## src/rtl/dp_ram_dma.sv

```systemverilog
// Word copy/fill engine driving a two-port synchronous RAM: port A reads the
// source, port B writes the destination, one word per cycle.
module dp_ram_dma #(
  parameter int ADDR_WIDTH = 8
) (
  input  logic                  clk,
  input  logic                  rst_n,
  input  logic                  start_i,
  input  logic                  fill_i,
  input  logic [ADDR_WIDTH-1:0] src_addr_i,
  input  logic [ADDR_WIDTH-1:0] dst_addr_i,
  input  logic [ADDR_WIDTH:0]   len_i,
  input  logic [31:0]           fill_data_i,
  input  logic                  abort_i,
  output logic                  busy_o,
  output logic                  done_o,
  output logic [ADDR_WIDTH:0]   count_o,
  output logic                  rd_en_o,
  output logic                  rd_we_o,
  output logic [3:0]            rd_be_o,
  output logic [ADDR_WIDTH-1:0] rd_addr_o,
  output logic [31:0]           rd_wdata_o,
  input  logic [31:0]           rd_rdata_i,
  output logic                  wr_en_o,
  output logic                  wr_we_o,
  output logic [3:0]            wr_be_o,
  output logic [ADDR_WIDTH-1:0] wr_addr_o,
  output logic [31:0]           wr_wdata_o
);

  typedef enum logic [2:0] {
    S_IDLE  = 3'd0,
    S_RUN   = 3'd1,
    S_DRAIN = 3'd2,
    S_FILL  = 3'd3,
    S_DONE  = 3'd4
  } state_t;

  localparam logic [ADDR_WIDTH-1:0] ADDR_ONE = 1;
  localparam logic [ADDR_WIDTH:0]   LEN_ONE  = 1;

  state_t                  state_q, state_d;
  logic                    rd_en_q, rd_en_d;
  logic [ADDR_WIDTH-1:0]   rd_addr_q, rd_addr_d;
  logic                    wr_en_q, wr_en_d;
  logic [ADDR_WIDTH-1:0]   wr_addr_q, wr_addr_d;
  logic [ADDR_WIDTH:0]     rem_q, rem_d;
  logic [ADDR_WIDTH:0]     count_q, count_d;
  logic                    fill_q, fill_d;
  logic [31:0]             fill_data_q, fill_data_d;

  always_ff @(posedge clk) begin
    if (!rst_n) begin
      state_q     <= S_IDLE;
      rd_en_q     <= 1'b0;
      rd_addr_q   <= '0;
      wr_en_q     <= 1'b0;
      wr_addr_q   <= '0;
      rem_q       <= '0;
      count_q     <= '0;
      fill_q      <= 1'b0;
      fill_data_q <= '0;
    end else begin
      state_q     <= state_d;
      rd_en_q     <= rd_en_d;
      rd_addr_q   <= rd_addr_d;
      wr_en_q     <= wr_en_d;
      wr_addr_q   <= wr_addr_d;
      rem_q       <= rem_d;
      count_q     <= count_d;
      fill_q      <= fill_d;
      fill_data_q <= fill_data_d;
    end
  end

  // rem_q counts accesses still to issue after the one currently presented.
  // The write pointer advances only after a write has been presented, so in
  // copy mode it sits on dst during the first (read-only) cycle.
  always_comb begin
    state_d     = state_q;
    rd_en_d     = 1'b0;
    rd_addr_d   = rd_addr_q;
    wr_en_d     = 1'b0;
    wr_addr_d   = wr_en_q ? (wr_addr_q + ADDR_ONE) : wr_addr_q;
    rem_d       = rem_q;
    count_d     = count_q + {{ADDR_WIDTH{1'b0}}, wr_en_q};
    fill_d      = fill_q;
    fill_data_d = fill_data_q;

    case (state_q)
      S_IDLE: begin
        if (start_i) begin
          count_d     = '0;
          fill_d      = fill_i;
          fill_data_d = fill_data_i;
          rd_addr_d   = src_addr_i;
          wr_addr_d   = dst_addr_i;
          if (len_i == '0) begin
            state_d = S_DONE;
          end else begin
            rem_d = len_i - LEN_ONE;
            if (fill_i) begin
              state_d = S_FILL;
              wr_en_d = 1'b1;
            end else begin
              state_d = S_RUN;
              rd_en_d = 1'b1;
            end
          end
        end
      end
      S_RUN: begin
        // Every RUN cycle carries a read whose data is written next cycle.
        wr_en_d = 1'b1;
        if (abort_i || rem_q == '0) begin
          state_d = S_DRAIN;
        end else begin
          rd_en_d   = 1'b1;
          rd_addr_d = rd_addr_q + ADDR_ONE;
          rem_d     = rem_q - LEN_ONE;
        end
      end
      S_DRAIN: begin
        state_d = S_DONE;
      end
      S_FILL: begin
        if (abort_i || rem_q == '0) begin
          state_d = S_DONE;
        end else begin
          wr_en_d = 1'b1;
          rem_d   = rem_q - LEN_ONE;
        end
      end
      S_DONE: begin
        state_d = S_IDLE;
      end
      default: begin
        state_d = S_IDLE;
      end
    endcase
  end

  assign busy_o     = (state_q == S_RUN) || (state_q == S_DRAIN) || (state_q == S_FILL);
  assign done_o     = (state_q == S_DONE);
  assign count_o    = count_q;

  assign rd_en_o    = rd_en_q;
  assign rd_we_o    = 1'b0;
  assign rd_be_o    = 4'hF;
  assign rd_addr_o  = rd_addr_q;
  assign rd_wdata_o = 32'h0;

  // Copy data is forwarded straight from the RAM read port to avoid a bubble.
  assign wr_en_o    = wr_en_q;
  assign wr_we_o    = wr_en_q;
  assign wr_be_o    = 4'hF;
  assign wr_addr_o  = wr_addr_q;
  assign wr_wdata_o = fill_q ? fill_data_q : rd_rdata_i;

endmodule

```

## config.mk

```make
export PLATFORM = sky130hd
export DESIGN_NAME = dp_ram_dma
export DESIGN_NICKNAME = d
export VERILOG_FILES = /design/src/rtl/dp_ram_dma.sv
export SDC_FILE = /design/constraint.sdc
export NUM_CORES = 1
export LEC_CHECK = 0
export ABC_AREA = 1
export CORE_UTILIZATION = 38
export DETAILED_ROUTE_END_ITERATION = 10
export PLACE_DENSITY = 0.82
export SLEW_MARGIN = 20
export SYNTH_ARGS = -nofsm -noshare
export SYNTH_HDL_FRONTEND = slang
export SYNTH_SLANG_ARGS = --single-unit
```

## constraint.sdc

```tcl
create_clock -name clk -period 1.6 [get_ports clk]
set_input_delay 0.48 -clock clk [delete_from_list [all_inputs] [get_ports clk]]
set_output_delay 0.48 -clock clk [all_outputs]
set_load 0.005 [all_outputs]
```

### Word-level counts from Yosys, hierarchy flattened

Cells that the tools add are included.

| word-level totals | value |
|---|---|
| register bits | 72 |
| output and inout bits | 103 |
| logic and storage cells | 65 |

| operators by class | value |
|---|---|
| equality and inequality tests | 10 |
| add/subtract/negate cells | 5 |
| reduce and logical (&&, ||, !) cells | 13 |
| mux-type cells | 28 |

Operators with widths:

| operator | count |
|---|---|
| $mux W9 | 5 |
| $mux W8 | 5 |
| $mux W32 | 1 |
| $logic_not A9 Y1 | 2 |
| $pmux W9 S2 | 1 |
| $sub A9 B1 Y9 const B | 2 |
| $add A8 B1 Y8 const B | 2 |
| $pmux W8 S2 | 1 |
| $mux W3 | 4 |
| $ne A2 B2 Y1 const B | 6 |
| $pmux W3 S4 | 1 |
| $add A9 B1 Y9 | 1 |
| $mux W1 | 7 |
| $eq A3 B2 Y1 const B | 2 |
| $reduce_and A3 Y1 | 2 |
| $reduce_and A4 Y1 | 1 |
| $reduce_bool A2 Y1 | 2 |
| $eq A3 B1 Y1 const B | 1 |
| $eq A3 B3 Y1 const B | 1 |
| $logic_not A3 Y1 | 1 |
| $logic_or A1 B1 Y1 | 3 |
| $pmux W1 S3 | 1 |
| $mux W2 | 1 |
| $pmux W1 S2 | 1 |
| other kinds (2) | 2 |

### Depth between registers and ports, before layout

Gate-level depths: netlist of run 1.

| logic depth | value |
|---|---|
| depth in word-level cells | 4 |
| gate-level depth with buffers | 13 |
| gate-level depth less buffers | 12 |

### Worst setup path after synthesis of run 1

OpenSTA, ideal clock, no wires.

| path | value |
|---|---|
| path kind | register to register |
| from | register state_q[0] |
| to | register rem_q[6] |
| data required time | 1.487 ns |
| arrival | 1.540 ns |
| setup time | 0.113 ns |
| setup slack | -0.053 ns |
| stages on the path, launching flop included | 14 |
| cells stage by stage | dfxtp_1 buf_6 inv_2 nor2_2 nand2_1 o21ai_0 ha_1 inv_1 nor2_1 nand3_1 nand2_1 nand2_1 nor2_1 nor2_1 |

| between the ends | value |
|---|---|
| longest elaborated chain between the ends | 4 |
| elaborated cells on any way between the ends | 10 |
| classes of those cells | eq/ne: 5; mux: 1; reduce/logical: 4 |

RTL lines:

| element | line | source |
|---|---|---|
| start: declaration | 42 | `state_t state_q, state_d;` |
| start signal: assignment | 64 | `state_q <= state_d;` |
| $eq A3 B1 Y1 / $eq A3 B2 Y1 (equally long branches) | 90 | `case (state_q)` |
| $reduce_or A2 Y1 (no source line) | -- |  |
| $ne A2 B2 Y1 (no source line) / $reduce_bool A2 Y1 (equally long branches) | -- |  |
| $reduce_and A4 Y1 (no source line) | -- |  |
| end signal: assignment | 69 | `rem_q <= rem_d;` |
| end: declaration | 47 | `logic [ADDR_WIDTH:0] rem_q, rem_d;` |

Several ways; a longest one is shown, not always the timed one.
A chain may end at the register's enable or synchronous reset.

### Worst setup path in the final report of run 1

| path | value |
|---|---|
| from | register fill_q |
| to | output wr_wdata_o[13] |

| between the ends | value |
|---|---|
| longest elaborated chain between the ends | 1 |

RTL lines:

| element | line | source |
|---|---|---|
| start: declaration | 49 | `logic fill_q, fill_d;` |
| start signal: assignment | 71 | `fill_q <= fill_d;` |
| $mux W32 | 158 | `assign wr_wdata_o = fill_q ? fill_data_q : rd_rdata_i;` |
| end: declaration | 28 | `output logic [31:0] wr_wdata_o` |

No other way between the ends.

==> flow_metrics.tcl, run 1 <==
set metrics [dict create \
    crit_type "reg -> out" \
    post_drt_wl_per_cell_um 13.5 \
    htreeDepth 3 \
    syn_area_sq_um 4210 \
    fin_ws_ns -0.166 \
    power_density_nw_per_um2 1600 \
    hold_path_class "reg -> reg" \
    cp_num_buf_inv 3 \
    skew_ns 0.0118 \
    fp.dieArea_sq_um 11500 \
    rsz0062_at_grt "true" \
    clock_path_buffers 2 \
    wirelength_um 13600 \
    hpwl_um 8680 \
    ys_seq_area_share_pct 34.2 \
    start_util_pct 38.9 \
    grt_pass1_wl_um 19200 \
    final_common_cell "nand2_1" \
    drv_cap 0 \
    cp.required_ns 1.12 \
    num_vias 4875 \
    crit_path_top_delay_cell "dfxtp_4" \
    yosysWarnings 0 \
    path_cells "clkinv_8 -> clkbuf_16 -> o21ai_1 -> buf_2" \
    outcome "complete, but fails checks" \
    clk_pin_slew_worst_paths_ns 0.07 \
    max_freq_ghz 0.566 \
    core_sq_um 10800 \
    globalplace.congestion 0.965 \
    nets 963 \
    synth_seq_cells 72 \
    peakVddDrop_uv 863 \
    fin_total_pwr_mw 11.0 \
    violations "setup timing" \
    crit_family "buffers and inverters" \
    mostFrequentLayoutCells "109 x nand2_1, 84 x clkdlybuf4s50_1, 75 x inv_1" \
    drive_above_1_share_pct 30.5 \
    cpPeakStageDelay_ns 0.38 \
    firstDrtPassIters 5 \
    ant_nets 0 \
    utilization_pct 63.4 \
    hold_viol 0 \
    place_area_sq_um 6050 \
    crit_fanout 15 \
    setup_violations 38 \
    antenna_found_initial 0 \
    insertion_delay_ns 0.34 \
    die_w_um 107 \
    io_pins 197 \
    cts_sinks 72 \
    io_buffers 155 \
    die_h_um 107 \
    final_max_slew_viol_count 0 \
    busiest_layer "met2" \
    grt_pass1_vias 4119 \
    root_buffer "clkbuf_8" \
    cp-start-kind "flip-flop" \
    grt_use_met2_pct 35.3 \
    fin_crit_ns 1.77 \
    use_met1_pct 26.9 \
    syn_area_per_cell_sq_um 6.47 \
    n_fill_cell 967 \
    grtUsageMet3_pct 3.33 \
    drtIter0Drc 291 \
    grt_util_all_layers_pct 21.0 \
    grt_max_degree 46 \
    overflow 0 \
    area_growth_pct 63.2 \
    fin_crit_sh_pct 110 \
    antenna_cells 0 \
    via_per_inst 4.84 \
    cp_data_arrival_time_ns 1.29 \
    fp-row-count 38 \
    cts_tree "built" \
    syn_inst 651 \
    synth.distinct_cells 33 \
    drcViolationCount 0 \
    post-place-ws_ns -0.564 \
    final_area_sq_um 6870 \
    cts_buffers 9 \
    crit_path_end_kind "output pin" \
    p_leak_nw 3.27 \
]
-- worst paths after layout --
kind                       start             end  slack, ns  cells past startpoint
setup / recovery          fill_q  wr_wdata_o[13]      -0.17                      4
hold / removal    fill_data_q[1]  fill_data_q[1]       0.45                      2
setup reg to reg      state_q[1]        rem_q[8]      -0.06                     10
hold reg to reg   fill_data_q[1]  fill_data_q[1]       0.45                      2
-- timing repair --
item / CTS / global route
gates cloned: 3 / 4
pin swaps: 11 / 40
hold buffers: 0 / 0
buffers inserted: 20 / 2
resized for setup: 259 / 119
setup endpoints to repair: 70 / 70
-- registers in the layout, indices dropped and copies added (netlist names) --
signal and count:
fill_data_q 32, count_o 9, rem_q 9, rd_addr_o 8, wr_addr_o 8, state_q 3
fill_q 1, rd_en_o 1, wr_en_o 1
-- routing by layer --
metal | vias to the layer above | wire [um]
li1 | 2405 | -
met1 | 2249 | 5830
met2 | 192 | 6730
met3 | 29 | 722
met4 | 0 | 335
met5 | - | 0
-- layout make-up --
class / instances / area [sq um] / share of cell area [%]
tap: 140 / 175 / 2.55
sequential: 72 / 1490 / 21.6
clock buffer: 10 / 128 / 1.86
timing repair buffer: 231 / 2110 / 30.8
clock inverter: 5 / 82.6 / 1.20
multi-input combinational: 464 / 2550 / 37.0
inverter: 86 / 340 / 4.95
-- synth_stat cells --
cell type / count / share of area, %
nand3b_1: 1 / 0.18
inv_2: 4 / 0.36
nor2_2: 4 / 0.59
nand2_4: 1 / 0.27
ha_1: 5 / 1.5
nand2_1: 155 / 14
nor2_1: 55 / 4.9
xnor2_1: 5 / 1.0
inv_1: 81 / 7.2
buf_4: 43 / 7.7
nand2_2: 5 / 0.74
nand4_1: 2 / 0.30
o21ai_0: 85 / 10
clkinv_1: 1 / 0.089
a21o_1: 1 / 0.18
xor2_1: 7 / 1.5
nor2_4: 1 / 0.27
nand3_1: 32 / 3.8
buf_6: 3 / 0.80
o21ai_2: 2 / 0.42
nor3_1: 5 / 0.59
and3_1: 1 / 0.15
dfxtp_1: 72 / 34
o22ai_1: 2 / 0.30
conb_1: 2 / 0.18
a21oi_2: 1 / 0.21
or2_2: 1 / 0.15
buf_2: 6 / 0.71
a31oi_1: 1 / 0.15
clkbuf_1: 16 / 1.4
o21bai_1: 1 / 0.18
a211oi_1: 2 / 0.36
a21oi_1: 48 / 5.7
-- power breakdown --
part	internal, mW	total (mW)	switching, mW
sequential	2.43	2.72	0.289
combinational	3.04	6.73	3.69
clock	0.873	1.56	0.684
total	6.35	11.0	4.66
-- logic make-up (layout without fill, tap and decap cells) --
| kind of cell | after synthesis | count (layout) | synth area share [%] |
|---|---|---|---|
| compound gates | 143 | 143 | 17.6 |
| xor+xnor | 12 | 12 | 2.50 |
| fa+ha+maj | 5 | 5 | 1.49 |
| buf+inv | 154 | 332 | 18.3 |
| flops | 72 | 72 | 34.2 |
| other cells | 2 | 41 | 0.178 |
| simple gates | 263 | 263 | 25.8 |
-- metrics by stage --
stage	TNS, ns	std cells	hold slack, ns
2_1_floorplan	0	690	0.425
3_3_place_gp	-25.43	967	0.432
3_5_place_dp	-27.12	967	0.440
4_1_cts	-4.61	1005	0.458
5_1_grt	-6.42	1008	0.479
6_report	-3.89	1008	0.454
-- tightest hold or removal path, cell delays in order (launching register included) --
cell and delay [ns]:
dfxtp_1 0.30, inv_1 0.06, a21oi_1 0.05
Note: power is estimated with default switching activity, not from simulation.
==> run 2, diff against run 1 <==
CTS_CLUSTER_DIAMETER = 80   (was default)
PLACE_DENSITY = 0.78   (was 0.82)
==> run 2 against run 1 <==
  * The flow still finishes with violations (setup timing)
  * Global-route usage decreased by 0.34 points
  * First-iteration DRC count shrank 1.7%
  * Maximum frequency about the same
  * Sequential cell count unchanged
  * Sequential share of layout area rose by 0.17 points
  * Critical endpoint unchanged
==> flow_metrics.tcl, run 2 (synthesis results as in run 1) <==
set metrics [dict create \
    globalplace.congestion 0.868 \
    num_vias 4757 \
    largest_reg_flops 32 \
    drv_cap 0 \
    fin_crit_sh_pct 110 \
    hold_slack_ns 0.451 \
    final_max_slew_viol_count 0 \
    die_w_um 107 \
    insertion_delay_ns 0.33 \
    overflow 0 \
    drive_above_1_share_pct 28.1 \
    n_fill_cell 970 \
    max_freq_ghz 0.566 \
    via_per_inst 4.70 \
    crit_family "buffers and inverters" \
    crit_path_top_delay_cell "dfxtp_2" \
    path_depth 6 \
    hold_buffers 0 \
    skew_ns 0.0110 \
    io_pins 197 \
    clk_pin_slew_worst_paths_ns 0.08 \
    area_growth_pct 61.6 \
    grt_pass1_wl_um 19000 \
    cp_num_buf_inv 4 \
    peakVddDrop_uv 829 \
    crit_type "reg -> out" \
    nets 967 \
    wl_met1_um 5700 \
    htreeDepth 3 \
    r2r_setup_slack_ns 0.05 \
    drtIter0Drc 286 \
    cp.required_ns 1.12 \
    path_cells "inv_2 -> buf_12 -> buf_16 -> nand2_2 -> o21ai_1 -> buf_2" \
    antenna_cells 0 \
    grt_pass1_vias 4143 \
    hold_path_class "reg -> reg" \
    hpwl_um 8650 \
    rsz0062_at_grt "true" \
    cts_buffers 9 \
    cts_tree "built" \
    post_drt_wl_per_cell_um 12.9 \
    cp-start-kind "flip-flop" \
    drcViolationCount 0 \
    rr_worst_depth 8 \
    core_sq_um 10800 \
    start_util_pct 38.9 \
    clock_path_buffers 2 \
    fp.dieArea_sq_um 11500 \
    cpPeakStageDelay_ns 0.32 \
    mostFrequentLayoutCells "123 x nand2_1, 89 x clkdlybuf4s50_1, 76 x inv_1" \
    io_buffers 155 \
    whs_path_depth 2 \
    ant_nets 0 \
    fin_crit_ns 1.77 \
    fin_ws_ns -0.166 \
    outcome "complete, but fails checks" \
    top_register "fill_data_q" \
    grt_util_all_layers_pct 20.6 \
    setup_violations 33 \
    cp_data_arrival_time_ns 1.29 \
    cts_sinks 72 \
    crit_path_end_kind "output pin" \
    crit_fanout 6 \
    grt_max_degree 42 \
    critPathLaunch "fill_q" \
    post-place-ws_ns -0.476 \
    antenna_found_initial 0 \
    r2r-end "fill_data_q[13]" \
    fin_setup_tns_ns -3.78 \
    fin_total_pwr_mw 10.8 \
    power_density_nw_per_um2 1590 \
    final_common_cell "nand2_1" \
    r2r_start "state_q[0]" \
    firstDrtPassIters 5 \
    violations "setup timing" \
    wl_met3_um 631 \
    top_layer_used "met4" \
    root_buffer "clkbuf_8" \
    p_leak_nw 3.24 \
    fp-row-count 38 \
    hold_viol 0 \
    wirelength_um 13000 \
    die_h_um 107 \
    wl_met2_um 6440 \
    utilization_pct 62.8 \
    cp-endpoint "wr_wdata_o[13]" \
]
run 2: cell count changes in the layout (fill, tap and decap cells not counted), sizes merged:
cell,change
clkbuf,+1
nand2,+1
inv,+2
dlygate4sd2,-3
clkinv,-3
dlymetal6s2s,-2
clkdlybuf4s50,+5
buf,+4
run 2: stage by stage:
step                std cells  area (sq um)
global placement          969          6070
CTS                      1005          6460
global route             1013          6810
detailed placement        969          6070
finish                   1013          6810
floorplan                 690          4360
run 2: routing by layer:
metal | up-vias | global-route usage [%]
li1 | 2410 | -
met2 | 152 | 36.3
met5 | - | 0
met3 | 22 | 3.21
met1 | 2173 | 25.4
met4 | 0 | 7.34
run 2: worst min-delay path by stage:
| stage | start | end | slack (ns) |
|---|---|---|---|
| floorplan | fill_data_q[10] | fill_data_q[10] | 0.42 |
| global placement | fill_data_q[13] | fill_data_q[13] | 0.43 |
| detailed placement | fill_data_q[3] | fill_data_q[3] | 0.44 |
| CTS | fill_data_q[13] | fill_data_q[13] | 0.45 |
| global route | fill_data_q[23] | fill_data_q[23] | 0.48 |
| finish | fill_data_q[6] | fill_data_q[6] | 0.45 |
run 2: where the power goes:
group | switching [mW] | internal [mW] | total (mW)
clock | 0.702 | 1.01 | 1.71
sequential | 0.289 | 2.43 | 2.71
combinational | 3.42 | 2.94 | 6.36
run 2: what timing repair did:
action / in CTS / in global routing
gates cloned: 4 / 5
pin swaps: 1 / 17
buffers inserted: 16 / 3
resized for setup: 239 / 91
setup endpoints to repair: 72 / 51
run 2: worst register-to-register path, cell delays in order, from the launching register on:
cell and delay (ns):
dfxtp_4 0.37, nor2_4 0.15, buf_6 0.12, nand2_2 0.06, nor2_1 0.11, inv_2 0.11
buf_12 0.19, o21ai_0 0.23, a21oi_1 0.08
run 2: final cells by class:
type / count / area (sq um) / share of cell area [%]
Clock inverter: 4 / 73.8 / 1.08
Multi-Input combinational cell: 465 / 2430 / 35.8
Tap cell: 140 / 175 / 2.57
Inverter: 86 / 328 / 4.82
Timing Repair Buffer: 234 / 2150 / 31.5
Sequential cell: 72 / 1480 / 21.8
Clock buffer: 12 / 165 / 2.43
